`src/rtl/pattern_tx_pkg.sv`:
```
// Shared constants for the serial pattern transmitter: FSM state encoding and the
// power-up pattern (also the pattern the 1101 detector bench looks for).
package pattern_tx_pkg;
  localparam logic [1:0] ST_IDLE = 2'd0;
  localparam logic [1:0] ST_SEND = 2'd1;
  localparam logic [1:0] ST_GAP  = 2'd2;
  localparam logic [1:0] ST_DONE = 2'd3;

  typedef enum logic [1:0] {
    IDLE = ST_IDLE,
    SEND = ST_SEND,
    GAP  = ST_GAP,
    DONE = ST_DONE
  } state_t;

  localparam logic [3:0] DEFAULT_PATTERN = 4'b1101;
endpackage

```
`src/rtl/pattern_tx_shreg.sv`:
```
// WIDTH-bit parallel-load, shift-left register; exposes only its MSB.
// Load takes priority over shift.
module pattern_tx_shreg #(
  parameter int WIDTH = 4
) (
  input  logic             clk,
  input  logic             reset,
  input  logic             load,
  input  logic             shift,
  input  logic [WIDTH-1:0] data,
  output logic             msb
);
  logic [WIDTH-1:0] sr;

  always_ff @(posedge clk or posedge reset) begin
    if (reset) begin
      sr <= '0;
    end else if (load) begin
      sr <= data;
    end else if (shift) begin
      sr <= {sr[WIDTH-2:0], 1'b0};
    end
  end

  assign msb = sr[WIDTH-1];
endmodule

```
`src/rtl/pattern_tx.sv`:
```
// Serial pattern transmitter: sends a WIDTH-bit word MSB-first, repeat_n+1 times, then pulses done.
// Optional inter-repetition idle cycle when built with PATTERN_TX_GAP_EN.
module pattern_tx #(
  parameter int               WIDTH           = 4,
  parameter int               CNT_W           = 8,
  parameter logic [WIDTH-1:0] DEFAULT_PATTERN = WIDTH'(pattern_tx_pkg::DEFAULT_PATTERN)
) (
  input  logic             clk,
  input  logic             reset,
  input  logic             start,
  input  logic [WIDTH-1:0] pattern,
  input  logic [CNT_W-1:0] repeat_n,
  output logic             ready,
  output logic             dout,
  output logic             bit_valid,
  output logic             done
);
  import pattern_tx_pkg::*;

  localparam int               BW       = (WIDTH > 2) ? $clog2(WIDTH) : 1;
  localparam logic [BW-1:0]    LAST_BIT = BW'(WIDTH - 1);

  state_t           state, state_next;
  logic [BW-1:0]    bit_cnt;
  logic [CNT_W-1:0] rep_cnt;
  logic [WIDTH-1:0] pat_reg;
  logic             sh_load, sh_shift, sh_msb;
  logic [WIDTH-1:0] load_data;
  logic             last_bit;

  assign last_bit = (bit_cnt == LAST_BIT);

  always_comb begin
    state_next = state;
    sh_load    = 1'b0;
    sh_shift   = 1'b0;
    load_data  = pat_reg;
    case (state)
      IDLE: begin
        if (start) begin
          state_next = SEND;
          sh_load    = 1'b1;
          load_data  = pattern;
        end
      end
      SEND: begin
        if (last_bit) begin
          if (rep_cnt != '0) begin
            // Reload for the next repetition while the last bit is on the wire.
            sh_load = 1'b1;
`ifdef PATTERN_TX_GAP_EN
            state_next = GAP;
`endif
          end else begin
            state_next = DONE;
          end
        end else begin
          sh_shift = 1'b1;
        end
      end
`ifdef PATTERN_TX_GAP_EN
      GAP:  state_next = SEND;
`endif
      DONE: state_next = IDLE;
      default: state_next = IDLE;
    endcase
  end

  always_ff @(posedge clk or posedge reset) begin
    if (reset) begin
      state   <= IDLE;
      bit_cnt <= '0;
      rep_cnt <= '0;
      pat_reg <= DEFAULT_PATTERN;
    end else begin
      state <= state_next;
      if (state == IDLE && start) begin
        pat_reg <= pattern;
        rep_cnt <= repeat_n;
        bit_cnt <= '0;
      end else if (state == SEND) begin
        if (last_bit) begin
          bit_cnt <= '0;
          if (rep_cnt != '0) rep_cnt <= rep_cnt - 1'b1;
        end else begin
          bit_cnt <= bit_cnt + 1'b1;
        end
      end
    end
  end

  pattern_tx_shreg #(.WIDTH(WIDTH)) u_shreg (
    .clk   (clk),
    .reset (reset),
    .load  (sh_load),
    .shift (sh_shift),
    .data  (load_data),
    .msb   (sh_msb)
  );

  // Outputs decode flops only; nothing from the inputs reaches them combinationally.
  assign ready     = (state == IDLE);
  assign bit_valid = (state == SEND);
  assign dout      = (state == SEND) & sh_msb;
  assign done      = (state == DONE);
endmodule

```
`config.mk`:
```
export PLATFORM = sky130hd
export DESIGN_NAME = pattern_tx
export DESIGN_NICKNAME = d
export VERILOG_FILES = /design/src/rtl/pattern_tx_pkg.sv /design/src/rtl/pattern_tx_shreg.sv /design/src/rtl/pattern_tx.sv
export SDC_FILE = /design/constraint.sdc
export NUM_CORES = 1
export LEC_CHECK = 0
export ABC_AREA = 0
export BUFFER_PORTS_ARGS = -buffer_cell sky130_fd_sc_hd__buf_2
export CAP_MARGIN = 20
export CORE_UTILIZATION = 32
export CTS_CLUSTER_DIAMETER = 120
export DETAILED_ROUTE_END_ITERATION = 16
export SYNTH_ARGS = -nofsm -noshare
export SYNTH_HDL_FRONTEND = slang
export SYNTH_SLANG_ARGS = --single-unit
```
`constraint.sdc`:
```
create_clock -name clk -period 2.28 [get_ports clk]
set_input_delay 0.456 -clock clk [delete_from_list [all_inputs] [get_ports clk]]
set_output_delay 0.456 -clock clk [all_outputs]
set_load 0.05 [all_outputs]
```
# After elaboration in Yosys (flattened, before gate mapping)
# Cells that the tools add are included.
[word_totals] word_cells=44 inputBits=15 latchBits=0 out_inout_bits=4 n_memories=0 rom_bits=0 ff_bits=20 mem_bits_rw=0
[op_classes] muxes=21 div_mod_pow=0 bitwise_logic=1 add_sub_neg=2 multipliers=0 shift=0 magnitude_cmp=0 reduce_logical=9 n_eq_ne=6
[op_table] op="$mux 8" n=4
[op_table] op="$mux 4" n=4
[op_table] op="$mux 2" n=6
[op_table] op="$reduce_bool 2->1" n=4
[op_table] op="$reduce_bool 8->1" n=1
[op_table] op="$sub 8x1->8 const B" n=1
[op_table] op="$reduce_and 3->1" n=2
[op_table] op="$mux 1" n=5
[op_table] op="$eq 2x2->1 const B" n=2
[op_table] op="$ne 2x2->1 const B" n=2
[op_table] op="$pmux 2 s2" n=1
[op_table] op="$add 2x1->2 const B" n=1
[op_table] op="$eq 2x1->1 const B" n=1
[op_table] op="$logic_not 2->1" n=1
[op_table] op="$ne 2x1->1 const B" n=1
[op_table] op="$pmux 1 s2" n=1
[op_table] op="$and 1x1->1" n=1
[op_table] op="$logic_and 1x1->1" n=1

# Logic depth before layout (Yosys ltp)
# Gate-level depths: netlist of run 1.
[logic_depth] word_depth=5 mapped_depth=6 mapped_depth_nobuf=6

# Cells and area by module
# From an unflattened synthesis of run 1, not the netlist that was laid out.
[hier_totals] cells_unflattened=127 area_unflattened_um2=1137.3
[by_module_without_submodules] module="pattern_tx" seq_area_each_um2=404.1 cells_each=110 area_each_um2=962.2 n_inst=1
[by_module_without_submodules] module="pattern_tx_shreg" seq_area_each_um2=100.1 cells_each=17 area_each_um2=175.2 n_inst=1

# Worst setup path before layout of run 1
# OpenSTA, ideal clock, no wires.
[synth_timing] path_type="register to output" startpoint="reg state[1]" endpoint="out dout" path_buffers=1 arrival_time_ns=1.552 setup_slack_ns=0.272 path_stages_with_launch=5 cell_sequence="dfrtp_1 nand2b_1 clkbuf_2 inv_1 and2_1"
[synth_via] elab_chain_len=2
[synth_lines] item="start, declared" line="pattern_tx.sv:23" source="state_t state, state_next;"
[synth_lines] item="start signal, assigned" line="pattern_tx.sv:76" source="state <= state_next;"
[synth_lines] item="$eq 2x1->1"
[synth_lines] item="net bit_valid" line="pattern_tx.sv:15" source="output logic bit_valid,"
[synth_lines] item="$and 1x1->1" line="pattern_tx.sv:104" source="assign dout = (state == SEND) & sh_msb;"
[synth_lines] item="end, declared" line="pattern_tx.sv:14" source="output logic dout,"
# The timed path passes the listed nets, and every way through them passes these cells.

# Worst setup path after layout of run 1
[layout_timing] startpoint="reg state[1]" endpoint="out dout"
[layout_via] elab_chain_len=2
[layout_lines] item="$eq 2x1->1" line="pattern_tx.sv:104"
[layout_lines] item="$and 1x1->1" line="pattern_tx.sv:104"
# No other way between the ends.

==> results of run 1 <==
## worst max-delay path, delay by kind of cell (launching register included)
family | cells | cell delay [ps]
buffers and inverters | 2 | 410
and+or+nand+nor | 2 | 450
DFF | 1 | 440
## final cells by class
| type | count | area, um2 | share of cell area |
|---|---|---|---|
| tap | 44 | 55.1 | 0.0429 |
| timing repair buffer | 19 | 97.6 | 0.0760 |
| sequential | 20 | 504 | 0.393 |
| clock buffer | 3 | 22.5 | 0.0175 |
| multi-input combinational | 78 | 556 | 0.433 |
| inverter | 5 | 18.8 | 0.0146 |
| clock inverter | 1 | 30.0 | 0.0234 |
## per-layer routing
layer | track usage | wire (um) | vias to the layer above
met1 | 0.163 | 925 | 389
met3 | 0.0256 | 49 | 5
li1 | - | - | 411
met5 | 0 | 0 | -
met4 | 0.0831 | 55 | 0
met2 | 0.223 | 1040 | 11
## logic make-up (layout without fill, tap and decap cells)
family | count (synthesis) | in the layout | synth area share
flip-flops | 20 | 20 | 0.462
buffers and inverters | 8 | 28 | 0.0287
AND/OR/NAND/NOR | 41 | 41 | 0.226
XOR/XNOR | 3 | 3 | 0.0241
multiplexers | 10 | 10 | 0.102
adder cells (fa/ha/maj) | 3 | 3 | 0.0344
AO/OA/AOI/OAI | 21 | 21 | 0.123
## power by group
group	leakage, nW	total (mW)	switching [mW]	internal (mW)
Sequential	0.237	0.601	0.131	0.470
Combinational	0.277	0.348	0.175	0.173
Clock	0.0279	0.291	0.113	0.178
Total	0.542	1.24	0.419	0.821
## worst paths after layout
check,slack [ps],start,to,depth (start not counted)
worst max-delay path,220,state[1],dout,4
worst min-delay path,250,reset,rep_cnt[0],2
worst max register to register,360,rep_cnt[0],rep_cnt[1],6
worst min register to register,530,pat_reg[1],pat_reg[1],1
max in group asynchronous,1560,reset,state[0],2
min in group clk,350,repeat_n[4],rep_cnt[4],3
## metrics by stage
step / power, mW / hold WS (ps) / instances / util
2_1_floorplan: 0.859 / 418 / 106 / -
3_3_place_gp: 0.939 / 488 / 166 / 0.390
3_5_place_dp: 0.960 / 505 / 166 / 0.390
4_1_cts: 1.25 / 283 / 170 / 0.407
5_1_grt: 1.32 / 301 / 170 / 0.407
6_report: 1.24 / 254 / 170 / 0.407
## cell usage in the layout (no fill, tap or decap), drive strengths merged, types with 2 or more instances in the layout
cell type,n
buf,19
dfrtp,17
nand2,12
nor2,11
o21ai,9
mux2,9
a21oi,5
inv,5
nor3,3
ha,3
clkbuf,3
dfstp,3
nor3b,2
o31ai,2
o211ai,2
and2,2
xnor2,2
a211oi,2
or3b,2
==> summary.md, run 1 <==
The final HPWL from detailed placement is 1570 um, and the first-iteration detailed-routing DRC count is 27. The logs give 106 for the number of cells produced by synthesis and 20 for the number of sinks on the clock net. The run gives 0.462 as the sequential share of the synthesized area. For the pin with the worst max-slew slack, the measured transition is 746 ps.

After floorplanning, the core was divided into 20 placement rows. Prior to clock tree synthesis, the placed netlist has a worst setup slack of 383 ps. The cell area after synthesis came out at 1090 um2. The filler cells instantiated in the layout total 345. The number of gates resized after CTS was 0.

The vias per cell came out at 4.80. The total wire length is 2070 um. The final number of max-transition violations was 0.

Floorplan die area: 3650 um2. After detailed routing, the number of remaining DRC violations is 0. STA classifies the critical path endpoint as an output port.

Power spread over the standard cell area amounts to 966 nW/um2. The number of flip-flops in the largest register was 8. The run gives 0.816 as the routability congestion estimate from global placement.

TritonCTS built the clock tree. After detailed placement, the total cell area comes to 1230 um2. The final cycle utilization of the critical path works out to 0.905.

The proportion of synthesized flip-flops having asynchronous set or reset was 1.00; the count of buffers added by post-CTS timing repair for setup was 0. For the initial core utilization, the log shows 0.346. Most frequent cell after synthesis: sky130_fd_sc_hd__dfrtp_1.

The synthesized design contains 20 register bits. The critical path in this run is classified as flop to output port. The tools report the maximum level of the CTS H-tree as 1. The root buffer cell chosen for the clock tree is sky130_fd_sc_hd__clkbuf_4.

In the post-route analysis, the smallest setup slack over all paths is 217 ps. In this run the worst path has a maximum fanout of 8. For the global router's overall resource usage, the log shows 0.135.

The floorplan step defined a core boundary enclosing 3150 um2. Clock-pin slew was measured on the worst setup and hold paths at 110 ps. The min-delay analysis places its worst path in the category input port to asynchronous set/reset pin. 19 I/O pins were placed.

Count of final hold-check violations: 0. The worst-case IR drop observed on VDD is 272 uV. The detail-routed net length per standard cell came out at 12.1 um. Setup repair after global routing left no endpoint under its margin. The setup-violating endpoint count in the final report is 0, and the iteration count of the initial detailed-routing pass is 4. The dominant synthesized flop cell is sky130_fd_sc_hd__dfrtp_1. The synthesized netlist contains 33 unique library cells.

Counting I/O delays and the setup requirement, the final critical path takes 2060 ps. The wire length of the first global-routing pass came out at 3550 um. Summed over all layers, the global routing overflow is 0.

The number of violations of the max-capacitance limit is 0. During placement, the flow inserted port buffers numbering 18. Relative to the synthesized area, the layout overhead comes to 17.7%. The tools report the pin count of the biggest net entering global routing as 24. The routed layout has 816 vias.

The average instance area after synthesis was 10.3 um2. Element type at the critical path start: a flop. Sorting the synthesized cells by area gives the leading types as sky130_fd_sc_hd__dfrtp_1 39%, sky130_fd_sc_hd__mux2_2 9.3%, sky130_fd_sc_hd__dfstp_2 7.2%, sky130_fd_sc_hd__o21ai_0 4.1%, sky130_fd_sc_hd__nand2_1 4.1%. Derived from the worst setup path, the maximum achievable clock frequency is 485 MHz. The flow ran to the end, and the final reports show no timing, DRC or antenna violations.

The detail route stage leaves a number of antenna-violating nets equal to 0. The die outline height was 60.4 um; the top-area cell type share of the netlist area was 0.390. The number of antenna violations at the first check in global routing was 0. Clock tree synthesis inserted a total of 3 buffers.

For this run, the post-layout net count is 145. The ratio of cells with drive above 1 in the final layout was 0.349; the required time at the endpoint of the critical path was 1820 ps. The hold buffer count at CTS is 0.

The commonest cells after synthesis are 17 x sky130_fd_sc_hd__dfrtp_1, 12 x sky130_fd_sc_hd__nand2_1, 11 x sky130_fd_sc_hd__nor2_1. The Yosys step of the flow raised 0 warnings. Antenna diode count: 0. The tools report the maximum buffer depth of the clock tree as 2. The run gives 0.502 as the headroom to the max-slew limit. The cell taking the most area after synthesis is sky130_fd_sc_hd__dfrtp_1. Worst-skew pair later-pin latency: 310 ps. The largest individual stage delay along the critical path comes from the cell sky130_fd_sc_hd__dfrtp_1.

Overall die width: 60.4 um. After routing the design area is 1280 um2. The critical path arrival came out at 1610 ps. The largest stage delay on the critical path was 440 ps. The run gives 3.69 ps as the worst-case clock skew.

The net count of the mapped netlist was 124. The final sum of negative setup slack is 0 ps, and the via count of the first global-routing pass is 806. The signal on the critical path passes through nand2b_1 -> inv_1 -> and2_1 -> buf_2. In this run the static leakage power is 0.542 nW. The synthesized design contains 0 enable-type register cells.
No activity file was read; power rests on OpenSTA's default activity.
==> inputs of run 2 (changes only) <==
- CORE_MARGIN: unset -> 2
- RECOVER_POWER: unset -> 50
- SLEW_MARGIN: unset -> 25
==> run 2 against run 1 <==
Effect of this change: critical path depth unchanged; routed wire length increased by 5.2%; setup slack improved by 46 ps; via count increased by 2.7%; sequential share of layout area decreased by 0.076 points; critical endpoint unchanged; non-clock buffer count unchanged; final area increased by 0.19%; largest cell class unchanged; power increased by 0.35%; highest routed layer unchanged.
==> summary.md, run 2 (synthesis results as in run 1) <==
The instance area at placement is 1230 um2 (about the same). The clock root buffer master was sky130_fd_sc_hd__clkbuf_4 (unchanged). The run gives 1560 ps (was 1610 ps) as the critical path arrival. The ratio of cells with drive above 1 in the final layout is 0.349 (unchanged).

The shortest clock period the worst path allows after layout was 2020 ps (was 2060 ps); the largest voltage drop on the vdd net was 241 uV (was 272 uV). For the initial core utilization, the log shows 0.330 (was 0.346). The final cycle utilization of the critical path was 0.885 (was 0.905).

Endpoint of the worst register-to-register path: u_shreg.sr[2] (was rep_cnt[1]). The element type at the critical path start was a flop (unchanged). Setup repair after global routing left no endpoint under its margin. The tools report the first-iteration detailed-routing DRC count as 35 (was 27). The run gives 0.542 nW (unchanged) as the static leakage power. The number of sinks on the clock net was 20 (unchanged); the setup-violating endpoint count in the final report was 0 (unchanged). Number of nets in the layout: 145 (unchanged). The kind of critical path was flop to output port (unchanged). The run gives 1 (unchanged) as the maximum level of the CTS H-tree. The run gives 0 (unchanged) as the number of violations of the max-capacitance limit.

The ratio of total power to cell area works out to 968 nW/um2 (was 966 nW/um2). The reg-to-reg setup timing slack was 320 ps (was 360 ps); the total number of placement rows was 21 (was 20). The port buffer count works out to 18 (unchanged).

The kind of capture point of the worst setup path is an output port (unchanged). The start of the worst register-to-register path was rep_cnt[0] (unchanged). The final design instance area without fill was 1290 um2 (was 1280 um2). The number of gates resized after CTS came out at 0 (unchanged).

The floorplan die area was 3890 um2 (was 3650 um2); the post-route total power was 1.24 mW (about the same). The final HPWL from detailed placement is 1590 um (was 1570 um), and the area added between synthesis and finish is 17.9% (was 17.7%). The launching element of the worst setup path was state[1] (unchanged). The final number of max-transition violations was 0 (unchanged); the number of CTS-inserted buffers was 3 (unchanged). The total wire length is 2170 um (was 2070 um). The vias per cell is 4.87 (was 4.80). The worst setup slack after placement was 338 ps (was 383 ps). The run gives 4 (unchanged) as the iteration count of the initial detailed-routing pass. Type of the worst min-delay path: input port to asynchronous set/reset pin (unchanged).

The depth of the most critical reg-to-reg path is 6 (unchanged). The tools report the global router's overall resource usage as 0.126 (was 0.135). The number of flip-flops in the largest register was 8 (unchanged). The run finished with clean final reports.

Final sum of negative setup slack: 0 ps (unchanged). The tools report the highest clock frequency the design can meet as 496 MHz (was 485 MHz). The endpoint of the worst setup timing path is dout (unchanged). The pin count of the biggest net entering global routing was 24 (unchanged). Number of antenna violations at the first check in global routing: 0 (unchanged). The hold buffer count at CTS came out at 0 (unchanged). For the detailed-route DRC error count, the log shows 0 (unchanged). The wire length of the first global-routing pass is 3820 um (was 3550 um). Via count of the first global-routing pass: 839 (was 806).

The maximum fanout count along the critical path is 8 (unchanged), and the headroom to the max-slew limit is 0.475 (was 0.502). The count of pins on the block boundary is 19 (unchanged), and the worst-case clock skew is 3.23 ps (was 3.69 ps). The remaining antenna violation count was 0 (unchanged); the pin slew with the least headroom to its limit was 786 ps (was 746 ps).

The maximum buffer depth of the clock tree is 2 (unchanged), and the clock transition at the registers of the reported paths is 120 ps (was 110 ps). For the placeable core area, the log shows 3310 um2 (was 3150 um2). Most used cells in the layout excluding fill and tap cells: 18 x sky130_fd_sc_hd__buf_2, 17 x sky130_fd_sc_hd__dfrtp_1, 12 x sky130_fd_sc_hd__nand2_1 (unchanged). The routed via count was 838 (was 816); the count of final hold-check violations was 0 (unchanged). The required time at the endpoint of the critical path came out at 1820 ps (about the same).

The antenna diode count is 0 (unchanged). The run gives 0 (unchanged) as the count of buffers added by post-CTS timing repair for setup. Leading cell type in the layout, fill and taps excluded: sky130_fd_sc_hd__buf_2 (unchanged). TritonCTS built the clock tree. The detail-routed net length per standard cell works out to 12.6 um (was 12.1 um).

The tools report the worst-skew pair later-pin latency as 300 ps (was 310 ps). The core utilization of the finished layout was 0.389 (was 0.407); the die outline height was 62.4 um (was 60.4 um). Final worst setup slack: 263 ps (was 217 ps).

Overall die width: 62.4 um (was 60.4 um). The tools report the routability congestion estimate from global placement as 0.822 (was 0.816). The run gives 0 (unchanged) as the residual overflow from global routing.
## run 2: layout make-up
class | instances | area, um2
fillers | 357 | 2020
multi-input cells | 78 | 556
flip-flops and latches | 20 | 504
repair buffers | 19 | 97.6
well taps | 46 | 57.6
clock inverters | 1 | 30.0
clock buffers | 3 | 22.5
inverters | 5 | 18.8
## run 2: worst max-delay path: stages, from the launching register on
cell                       delay (ps)
sky130_fd_sc_hd__dfrtp_1          440
sky130_fd_sc_hd__nand2b_1         300
sky130_fd_sc_hd__inv_1            140
sky130_fd_sc_hd__and2_1           120
sky130_fd_sc_hd__buf_2            250
## run 2: how the worst min path moves through the flow
stage / start / end
2_1_floorplan: reset / bit_cnt[0]
3_3_place_gp: pat_reg[1] / pat_reg[1]
3_5_place_dp: u_shreg.sr[2] / u_shreg.sr[3]
4_1_cts: reset / rep_cnt[0]
5_1_grt: reset / rep_cnt[0]
6_report: reset / rep_cnt[0]
## run 2: power by group
| part | leakage, nW | internal, mW | switching [mW] |
|---|---|---|---|
| clock | 0.0279 | 0.178 | 0.115 |
| sequential | 0.237 | 0.471 | 0.131 |
| combinational | 0.277 | 0.173 | 0.178 |
## run 2: per-layer routing
layer	wire, um	up-vias	global-route usage
met2	1100	16	0.209
met1	979	411	0.159
met5	0	-	0
met4	28	0	0.0667
li1	-	409	-
met3	65	2	0.0180
## run 2: through the flow
step / instances / hold slack [ps]
2_1_floorplan: 106 / 418
3_3_place_gp: 168 / 484
3_5_place_dp: 168 / 504
4_1_cts: 172 / 281
5_1_grt: 172 / 329
6_report: 172 / 276
==> inputs of run 3 (changes only) <==
- BUFFER_PORTS_ARGS: -buffer_cell sky130_fd_sc_hd__buf_2 -> -buffer_cell sky130_fd_sc_hd__clkbuf_2
==> run 3 against run 2 <==
Effect of this change: sequential cell count did not move; largest power group unchanged; combinational power fell by 2%; first-iteration DRC count fell by 43%; sequential share of layout area did not move; fmax fell by 2.0%; global-route usage fell by 0.69 points; non-clock buffer count did not move.
==> summary.md, run 3 (synthesis results as in run 1) <==
The run finished with clean final reports. Pin slew with the least headroom to its limit: 757 ps (was 786 ps). The maximum fanout count along the critical path was 8 (unchanged).

The total wire length was 2120 um (was 2170 um); the count of pins on the block boundary was 19 (unchanged). The tools report the total number of placement rows as 21 (unchanged). The initial core utilization is 0.330 (unchanged).

The ratio of total power to cell area was 959 nW/um2 (was 968 nW/um2). The setup-violating endpoint count in the final report was 0 (unchanged). The logs give 0 (unchanged) for the residual overflow from global routing and 1 (unchanged) for the maximum level of the CTS H-tree.

The tools report the start of the worst register-to-register path as rep_cnt[1] (was rep_cnt[0]). The maximum buffer depth of the clock tree is 2 (unchanged), and the placeable core area is 3310 um2 (unchanged). The global router's overall resource usage is 0.119 (was 0.126).

The clock root buffer master was sky130_fd_sc_hd__clkbuf_4 (unchanged). The number of flip-flops in the largest register works out to 8 (unchanged). The logs give 0.495 (was 0.475) for the headroom to the max-slew limit and 330 ps (was 320 ps) for the reg-to-reg setup timing slack.

The detailed-route DRC error count was 0 (unchanged). The run gives 0 (unchanged) as the count of final hold-check violations. The critical path arrival was 1600 ps (was 1560 ps); the ratio of cells with drive above 1 in the final layout was 0.349 (unchanged). For the final HPWL from detailed placement, the log shows 1560 um (was 1590 um). The type of the worst min-delay path was input port to asynchronous set/reset pin (unchanged). Largest voltage drop on the vdd net: 330 uV (was 241 uV). Port buffer count: 18 (unchanged). The leading cell type in the layout, fill and taps excluded is sky130_fd_sc_hd__clkbuf_2 (was sky130_fd_sc_hd__buf_2). The tools report the endpoint of the worst register-to-register path as u_shreg.sr[2] (unchanged). The highest clock frequency the design can meet is 486 MHz (was 496 MHz), and the detail-routed net length per standard cell is 12.3 um (was 12.6 um). The iteration count of the initial detailed-routing pass is 4 (unchanged). Tightest hold margin: 251 ps (was 276 ps). The run gives 24 (unchanged) as the pin count of the biggest net entering global routing. The tools report the number of gates resized after CTS as 0 (unchanged).

The tools report the remaining antenna violation count as 0 (unchanged). The logs give 0 (unchanged) for the hold buffer count at CTS and 300 ps (about the same) for the worst-skew pair later-pin latency. The element type at the critical path start was a flop (unchanged). The required time at the endpoint of the critical path is 1820 ps (about the same). The number of CTS-inserted buffers came out at 3 (unchanged). For the wire length of the first global-routing pass, the log shows 3750 um (was 3820 um).

The tools report the number of inserted filler cells in the final layout as 347 (was 357). For the number of sinks on the clock net, the log shows 20 (unchanged). The tools report the number of nets in the layout as 145 (unchanged). Kind of capture point of the worst setup path: an output port (unchanged). The worst setup slack after placement was 313 ps (was 338 ps); the area added between synthesis and finish was 17.9% (unchanged). The overall die width works out to 62.4 um (unchanged). The routed via count was 820 (was 838); the shortest clock period the worst path allows after layout was 2060 ps (was 2020 ps). The number of antenna violations at the first check in global routing is 0 (unchanged), and the vias per cell is 4.77 (was 4.87). The final cycle utilization of the critical path is 0.903 (was 0.885). The via count of the first global-routing pass is 867 (was 839), and the clock transition at the registers of the reported paths is 120 ps (about the same). Most used cells in the layout excluding fill and tap cells: 18 x sky130_fd_sc_hd__clkbuf_2, 17 x sky130_fd_sc_hd__dfrtp_1, 12 x sky130_fd_sc_hd__nand2_1 (was 18 x sky130_fd_sc_hd__buf_2, 17 x sky130_fd_sc_hd__dfrtp_1, 12 x sky130_fd_sc_hd__nand2_1). The final sum of negative setup slack is 0 ps (unchanged), and the number of violations of the max-capacitance limit is 0 (unchanged). The die outline height was 62.4 um (unchanged); the final number of max-transition violations was 0 (unchanged). The kind of critical path is flop to output port (unchanged). Static leakage power: 0.544 nW (was 0.542 nW). Antenna diode count: 0 (unchanged). The routability congestion estimate from global placement is 0.821 (was 0.822).

The final worst setup slack came out at 221 ps (was 263 ps). The depth of the most critical reg-to-reg path is 6 (unchanged), and the core utilization of the finished layout is 0.389 (unchanged). The first-iteration detailed-routing DRC count is 20 (was 35). TritonCTS built the clock tree.

The floorplan die area is 3890 um2 (unchanged). The tools report the worst-case clock skew as 1.87 ps (was 3.23 ps). The count of buffers added by post-CTS timing repair for setup was 0 (unchanged). Setup repair after global routing left no endpoint under its margin.
==> run 3: changes by cell type in the layout (fill, tap and decap cells not counted), sizes merged <==
| cell | change |
|---|---|
| clkbuf | +18 |
| buf | -18 |
==> run 3: worst max path at each step <==
stage	start	endpoint	slack (ps)	cells past startpoint
after detailed placement	rep_cnt[1]	u_shreg.sr[2]	310	6
after global placement	rep_cnt[0]	rep_cnt[1]	410	6
after CTS	state[1]	dout	210	4
final	state[1]	dout	220	4
after global routing	state[1]	dout	110	4
after floorplan	state[1]	dout	270	4
==> run 3: report_power, final <==
group | internal (mW) | switching [mW] | leakage, nW | total, mW
logic | 0.171 | 0.172 | 0.279 | 0.343
clock network | 0.177 | 0.112 | 0.0279 | 0.290
registers | 0.471 | 0.130 | 0.237 | 0.601
total | 0.819 | 0.415 | 0.544 | 1.23
==> run 3: cell type report <==
cell class,instances,area (um2),area share
multi-input combinational,78,556,0.432
timing repair buffer,19,97.6,0.0759
sequential,20,504,0.392
clock buffer,3,22.5,0.0175
clock inverter,1,30.0,0.0233
tap,46,57.6,0.0447
inverter,5,18.8,0.0146
==> run 3: metal layers <==
layer,wire (um),vias to the layer above,GRT usage
met4,22,0,0.0417
met1,1000,391,0.148
met5,0,-,0
li1,-,412,-
met3,51,2,0.0180
met2,1040,15,0.209
==> run 3: worst max-delay path: stages, from the launching register on <==
cell                       delay, ps
sky130_fd_sc_hd__dfrtp_1         450
sky130_fd_sc_hd__nand2b_1        300
sky130_fd_sc_hd__inv_1           150
sky130_fd_sc_hd__and2_1          130
sky130_fd_sc_hd__clkbuf_2        270
==> run 3: through the flow <==
step           instance area (um2)  std cells  power (mW)
6_report                      1290        172        1.23
5_1_grt                       1290        172        1.33
4_1_cts                       1290        172        1.25
3_5_place_dp                  1230        168       0.952
3_3_place_gp                  1230        168       0.939
2_1_floorplan                 1090        106       0.859
